**config.mk**
```make
export PLATFORM = sky130hd
export DESIGN_NAME = adder_arbiter
export DESIGN_NICKNAME = d
export VERILOG_FILES = /design/src/rtl/adder_arbiter.sv
export SDC_FILE = /design/constraint.sdc
export NUM_CORES = 1
export LEC_CHECK = 0
export BUFFER_PORTS_ARGS = -buffer_cell sky130_fd_sc_hd__buf_4
export CORE_ASPECT_RATIO = 1.5
export CORE_MARGIN = 2
export CORE_UTILIZATION = 48
export CTS_CLUSTER_DIAMETER = 200
export DETAILED_ROUTE_END_ITERATION = 12
export PLACE_DENSITY = 0.83
export SLEW_MARGIN = 20
export SYNTH_ARGS = -nofsm -noshare
export SYNTH_HDL_FRONTEND = slang
export SYNTH_SLANG_ARGS = --single-unit
```
**constraint.sdc**
```tcl
create_clock -name clk -period 16.7 [get_ports clk]
set_input_delay 3.34 -clock clk [delete_from_list [all_inputs] [get_ports clk]]
set_output_delay 3.34 -clock clk [all_outputs]
set_load 0.02 [all_outputs]
```
**src/rtl/adder_arbiter.sv**
```systemverilog
// adder_arbiter
//   Shares a single 32-bit ripple-carry adder among NUM_REQ requesters.
//   Requesters are granted round-robin. The winning operands are latched,
//   held on the adder for SETTLE_CYCLES clocks so the carry chain settles,
//   and the captured result is returned on one valid/ready response port
//   tagged with the owning requester id.
//
// Ports
//   clk           in   rising-edge clock
//   reset_n       in   synchronous active-low reset
//   req_valid     in   [NUM_REQ]     per-requester operand valid
//   req_ready     out  [NUM_REQ]     per-requester accept (one-hot or zero, combinational)
//   req_a         in   [32*NUM_REQ]  operand a, requester i at [32*i +: 32]
//   req_b         in   [32*NUM_REQ]  operand b, same packing
//   rsp_valid     out               result valid
//   rsp_ready     in                result accept
//   rsp_id        out  [ID_W]       requester that owns the result
//   rsp_sum       out  [32]         a + b modulo 2^32
//   rsp_carryout  out               unsigned carry out of bit 31
//   rsp_overflow  out               two's-complement overflow
//   busy          out               high whenever the FSM is not idle

module adder_arbiter #(
  parameter int unsigned NUM_REQ       = 4,
  parameter int unsigned ID_W          = 2,
  parameter int unsigned SETTLE_CYCLES = 2
) (
  input  logic                    clk,
  input  logic                    reset_n,
  input  logic [NUM_REQ-1:0]      req_valid,
  output logic [NUM_REQ-1:0]      req_ready,
  input  logic [32*NUM_REQ-1:0]   req_a,
  input  logic [32*NUM_REQ-1:0]   req_b,
  output logic                    rsp_valid,
  input  logic                    rsp_ready,
  output logic [ID_W-1:0]         rsp_id,
  output logic [31:0]             rsp_sum,
  output logic                    rsp_carryout,
  output logic                    rsp_overflow,
  output logic                    busy
);

  localparam int unsigned DATA_W = 32;
  localparam int unsigned CNT_W  = 4;

  // Counter value on which the settled adder output is captured.
  localparam logic [CNT_W-1:0] SETTLE_LAST = CNT_W'(SETTLE_CYCLES - 1);

  typedef enum logic [1:0] {
    S_IDLE   = 2'd0,
    S_SETTLE = 2'd1,
    S_RESP   = 2'd2
  } state_e;

  // ---------------------------------------------------------------------------
  // Registers
  // ---------------------------------------------------------------------------
  state_e              state_q;
  logic [ID_W-1:0]     rr_ptr_q;
  logic [CNT_W-1:0]    cnt_q;
  logic [DATA_W-1:0]   op_a_q;
  logic [DATA_W-1:0]   op_b_q;
  logic [ID_W-1:0]     op_id_q;
  logic                rsp_valid_q;
  logic [ID_W-1:0]     rsp_id_q;
  logic [DATA_W-1:0]   rsp_sum_q;
  logic                rsp_carry_q;
  logic                rsp_ovf_q;
  logic                busy_q;

  // ---------------------------------------------------------------------------
  // Next-state helpers
  // ---------------------------------------------------------------------------
  logic                grant_found;
  logic [ID_W-1:0]     grant_idx;
  logic [ID_W-1:0]     rr_ptr_d;
  logic [CNT_W-1:0]    cnt_d;
  logic [DATA_W-1:0]   sel_a;
  logic [DATA_W-1:0]   sel_b;

  // Datapath nets
  logic [DATA_W:0]     carry_c;
  logic [DATA_W-1:0]   sum_c;
  logic                overflow_c;

  // ---------------------------------------------------------------------------
  // Round-robin pick: first pass covers rr_ptr..NUM_REQ-1, second pass wraps
  // to 0..rr_ptr-1 (only reached when the first pass found nothing).
  // ---------------------------------------------------------------------------
  always_comb begin
    grant_found = 1'b0;
    grant_idx   = '0;
    for (int i = 0; i < NUM_REQ; i++) begin
      if (!grant_found && req_valid[i] && (i >= int'(rr_ptr_q))) begin
        grant_found = 1'b1;
        grant_idx   = ID_W'(i);
      end
    end
    for (int i = 0; i < NUM_REQ; i++) begin
      if (!grant_found && req_valid[i]) begin
        grant_found = 1'b1;
        grant_idx   = ID_W'(i);
      end
    end
  end

  // Pointer moves one past the winner so it has lowest priority next time.
  always_comb begin
    rr_ptr_d = rr_ptr_q;
    if (grant_found) begin
      if (grant_idx >= ID_W'(NUM_REQ - 1)) begin
        rr_ptr_d = '0;
      end else begin
        rr_ptr_d = grant_idx + ID_W'(1);
      end
    end
  end

  // Accept is only offered while idle and out of reset.
  always_comb begin
    req_ready = '0;
    if (reset_n && (state_q == S_IDLE) && grant_found) begin
      for (int i = 0; i < NUM_REQ; i++) begin
        req_ready[i] = (grant_idx == ID_W'(i));
      end
    end
  end

  // Operand mux for the granted requester.
  always_comb begin
    sel_a = '0;
    sel_b = '0;
    for (int i = 0; i < NUM_REQ; i++) begin
      if (grant_idx == ID_W'(i)) begin
        sel_a = req_a[i*DATA_W +: DATA_W];
        sel_b = req_b[i*DATA_W +: DATA_W];
      end
    end
  end

  // Settle counter advances every cycle spent in SETTLE.
  always_comb begin
    cnt_d = cnt_q;
    if (state_q == S_SETTLE) begin
      cnt_d = cnt_q + CNT_W'(1);
    end
  end

  // ---------------------------------------------------------------------------
  // Shared 32-bit ripple-carry adder, carry-in tied low.
  // ---------------------------------------------------------------------------
  assign carry_c[0] = 1'b0;

  for (genvar g = 0; g < DATA_W; g++) begin : g_ripple
    assign sum_c[g]       = op_a_q[g] ^ op_b_q[g] ^ carry_c[g];
    assign carry_c[g + 1] = (op_a_q[g] & op_b_q[g]) |
                            (carry_c[g] & (op_a_q[g] ^ op_b_q[g]));
  end

  // Signed overflow: carry into the sign bit differs from carry out of it.
  assign overflow_c = carry_c[DATA_W-1] ^ carry_c[DATA_W];

  // ---------------------------------------------------------------------------
  // Control FSM: IDLE -> SETTLE -> RESP -> IDLE
  // ---------------------------------------------------------------------------
  always_ff @(posedge clk) begin
    if (!reset_n) begin
      state_q     <= S_IDLE;
      rr_ptr_q    <= '0;
      cnt_q       <= '0;
      op_a_q      <= '0;
      op_b_q      <= '0;
      op_id_q     <= '0;
      rsp_valid_q <= 1'b0;
      rsp_id_q    <= '0;
      rsp_sum_q   <= '0;
      rsp_carry_q <= 1'b0;
      rsp_ovf_q   <= 1'b0;
      busy_q      <= 1'b0;
    end else begin
      case (state_q)
        S_IDLE: begin
          if (grant_found) begin
            op_a_q   <= sel_a;
            op_b_q   <= sel_b;
            op_id_q  <= grant_idx;
            rr_ptr_q <= rr_ptr_d;
            cnt_q    <= '0;
            busy_q   <= 1'b1;
            state_q  <= S_SETTLE;
          end
        end

        S_SETTLE: begin
          cnt_q <= cnt_d;
          if (cnt_q == SETTLE_LAST) begin
            rsp_sum_q   <= sum_c;
            rsp_carry_q <= carry_c[DATA_W];
            rsp_ovf_q   <= overflow_c;
            rsp_id_q    <= op_id_q;
            rsp_valid_q <= 1'b1;
            state_q     <= S_RESP;
          end
        end

        S_RESP: begin
          // Response payload stays put until the consumer takes it; the
          // return to IDLE costs one cycle before the next grant.
          if (rsp_ready) begin
            rsp_valid_q <= 1'b0;
            busy_q      <= 1'b0;
            state_q     <= S_IDLE;
          end
        end

        default: begin
          rsp_valid_q <= 1'b0;
          busy_q      <= 1'b0;
          state_q     <= S_IDLE;
        end
      endcase
    end
  end

  // ---------------------------------------------------------------------------
  // Outputs
  // ---------------------------------------------------------------------------
  assign rsp_valid    = rsp_valid_q;
  assign rsp_id       = rsp_id_q;
  assign rsp_sum      = rsp_sum_q;
  assign rsp_carryout = rsp_carry_q;
  assign rsp_overflow = rsp_ovf_q;
  assign busy         = busy_q;

endmodule

```
==> impl_metrics.json <==
{
  "die_w_um": 101,
  "critPathSlowestCell": "fa_1",
  "grt_pass1_wl_mm": 33.7,
  "fillers": 1243,
  "cp.required_ns": 16.96,
  "clock_latency_ns": 0.35,
  "crit_buf_inv": 3,
  "cp.arrival_ns": 13.45,
  "grt_max_degree": 109,
  "setup_violations": 0,
  "r2r_start": "op_a_q[0]",
  "rows": 53,
  "min_to": "rsp_sum[0]",
  "drv_slew": 0,
  "seqPwrFrac_pct": 37.8,
  "slew_headroom_pct": 37.3,
  "root_buffer": "clkbuf_16",
  "num-nets-final": 1458,
  "final_area_mm2": 0.00923,
  "hold_viol": 0,
  "drtIter0Drc": 338,
  "power.switching_uw": 311,
  "synth.area.top_cells": "dfxtp_1, a21oi_1, o21ai_0",
  "clk_pin_slew_ns": 0.07,
  "min_period_ns": 13.19,
  "drt-total-wl_mm": 22.0,
  "path_delay_family": "adder cells",
  "ys_types": 36,
  "syn2layout_area_growth_pct": 36.6,
  "ant_nets": 0,
  "dieHeight_um": 149,
  "synth_top_area_share_pct": 33.2,
  "yosysTopAreaCell": "dfxtp_1",
  "clock_skew_ns": 0.0126,
  "grt_use_total_pct": 28.6,
  "fmax_mhz": 75.8,
  "coreArea_mm2": 0.0139,
  "h-tree-depth": 3,
  "pwr-share-comb_pct": 38.4,
  "cts_sinks": 112,
  "diodes": 0,
  "placed_area_mm2": 0.00895,
  "first_pass_iters": 6,
  "worstPathMaxFanout": 2,
  "cts_setup_buffers": 0,
  "swShare_pct": 36.4,
  "final_common_cell": "buf_4",
  "detailed_place_hpwl_mm": 16.1,
  "period_share_pct": 79.0,
  "clkPwrFrac_pct": 23.8,
  "place.gp.congestion": 0.872,
  "holdPathStages": 2,
  "grt_overflow_total": 0,
  "crit_path_end_kind": "flip-flop",
  "max_stage_delay_ns": 0.43,
  "wire_per_inst_um": 16.6,
  "syn_inst": 918,
  "hold_path.class": "flip-flop to flip-flop",
  "p_leak_nw": 4.23,
  "clock_path_buffers": 2,
  "cp_common_cell": "fa_1",
  "final_cell_mix": "buf_4, a21oi_1, nand2_1",
  "drc": 0,
  "syn-num-nets": 1219,
  "portBuffers": 304,
  "drive_above_1_share_pct": 29.1,
  "internal_power_uw": 542,
  "rsz0062_at_grt": "false",
  "power_density_mw_per_mm2": 92.4,
  "numCtsBuffers": 9,
  "synth_seq_cells": 112,
  "ys.warnings.count": 0,
  "cts_tree": "done",
  "seq_area_frac_synth_pct": 33.2,
  "dieArea_mm2": 0.0151,
  "reg2reg_slack_ns": 3.51,
  "outcome": "finished, final reports clean",
  "vias_per_cell": 5.56,
  "tightestPinTransition_ns": 0.941,
  "final.setup.tns_ns": 0,
  "ir_drop_mv": 0.0544,
  "initial_core_util_pct": 48.8,
  "worstSetupPathType": "flip-flop to flip-flop",
  "r2r_cells": 36,
  "cts.repair.resized": 0,
  "hold_start": "rsp_sum[0]",
  "dr_total_vias": 7384,
  "postSynthAreaPerCell_um2": 7.36,
  "cp-start-kind": "flip-flop",
  "syn-cell-area_mm2": 0.00676,
  "max_cap_violations": 0,
  "ctsHoldBuffers": 0,
  "grt_pass1_vias": 6863,
  "ios": 305,
  "reg2reg_to": "rsp_sum[31]",
  "antenna_found_initial": 0
}
==> area by class of cell <==
class                      instances  area (um^2)  share of cell area [%]
multi-input combinational        645         3870                    41.9
inverter                          77          289                    3.13
clock inverter                     6         42.5                   0.461
tap                              165          206                    2.24
timing repair buffer             312         2340                    25.4
clock buffer                      10          239                    2.59
sequential                       112         2240                    24.3
==> synthesized netlist by cell type, drive strengths merged <==
library cell  number
mux2               1
clkbuf            48
mux2i              1
a21boi             1
o21ai            130
buf               36
nor3               3
dfxtp            112
a21oi            229
o32ai              3
clkinv             1
nor4               1
o22ai              4
inv               76
nand2            139
nor2               9
nor3b              2
nand4              1
a2bb2oi            1
nand2b             1
xnor2              1
and3               5
nor2b              5
fa                31
xor2               1
and2               1
a211oi             4
a22oi             64
ha                 7
==> stage by stage <==
step	hold WS (ns)	total power [mW]	util [%]	worst slack [ns]	cells
floorplan	0.432	0.530	-	4.24	918
detailed placement	0.447	0.653	64.6	3.57	1311
global placement	0.443	0.645	64.6	3.86	1311
finish	0.456	0.853	66.6	3.51	1327
CTS	0.457	0.856	66.6	3.51	1327
global route	0.469	0.911	66.6	3.13	1327
==> cells by family (layout without fill, tap and decap cells) <==
logic type	after synthesis	count (layout)	share of synthesized area, %
AOI/OAI and AO/OA	436	436	35.2
xor gates and xnor gates	2	2	0.259
adders and majority gates	38	38	10.5
buffers and inverters	161	405	10.1
DFF	112	112	33.2
muxes	2	2	0.315
and+or+nand+nor	167	167	10.4
==> how the worst max path moves through the flow <==
stage / from / end / slack, ns / cells after the start
2_1_floorplan: op_a_q[0] / rsp_sum[31] / 4.24 / 36
3_3_place_gp: op_a_q[0] / rsp_sum[31] / 3.86 / 36
3_5_place_dp: op_a_q[0] / rsp_sum[31] / 3.57 / 36
4_1_cts: op_a_q[0] / rsp_sum[31] / 3.51 / 36
5_1_grt: op_a_q[0] / rsp_sum[31] / 3.13 / 36
6_report: op_a_q[0] / rsp_sum[31] / 3.51 / 36
==> sequential cells by signal, summed over array words and instances (netlist names) <==
register / flops
op_b_q: 32
rr_ptr_q: 2
rsp_carryout: 1
rsp_id: 2
rsp_overflow: 1
rsp_valid: 1
busy: 1
rsp_sum: 32
op_a_q: 32
state_q: 2
op_id_q: 2
cnt_q: 4
==> worst reg2reg max path, delay by kind of cell (launching register included) <==
family,cells,cell delay (ns)
compound gates,1,0.19
fa+ha+maj,32,12.40
buf+inv,3,0.21
flops,1,0.32
==> power by group through the flow <==
stage | clock network [mW] | logic (mW) | registers (mW)
final | 0.203 | 0.327 | 0.322
after global routing | 0.217 | 0.367 | 0.327
after CTS | 0.206 | 0.327 | 0.322
after detailed placement | 0 | 0.325 | 0.328
after global placement | 0 | 0.318 | 0.327
after floorplan | 0 | 0.202 | 0.329
==> routing by layer <==
metal	part of all wire (%)	GRT usage [%]
met5	0	0
met4	3.7	12.7
met3	6.1	5.39
met2	52	49.2
met1	38	34.4
No activity file was read; power rests on OpenSTA's default activity.
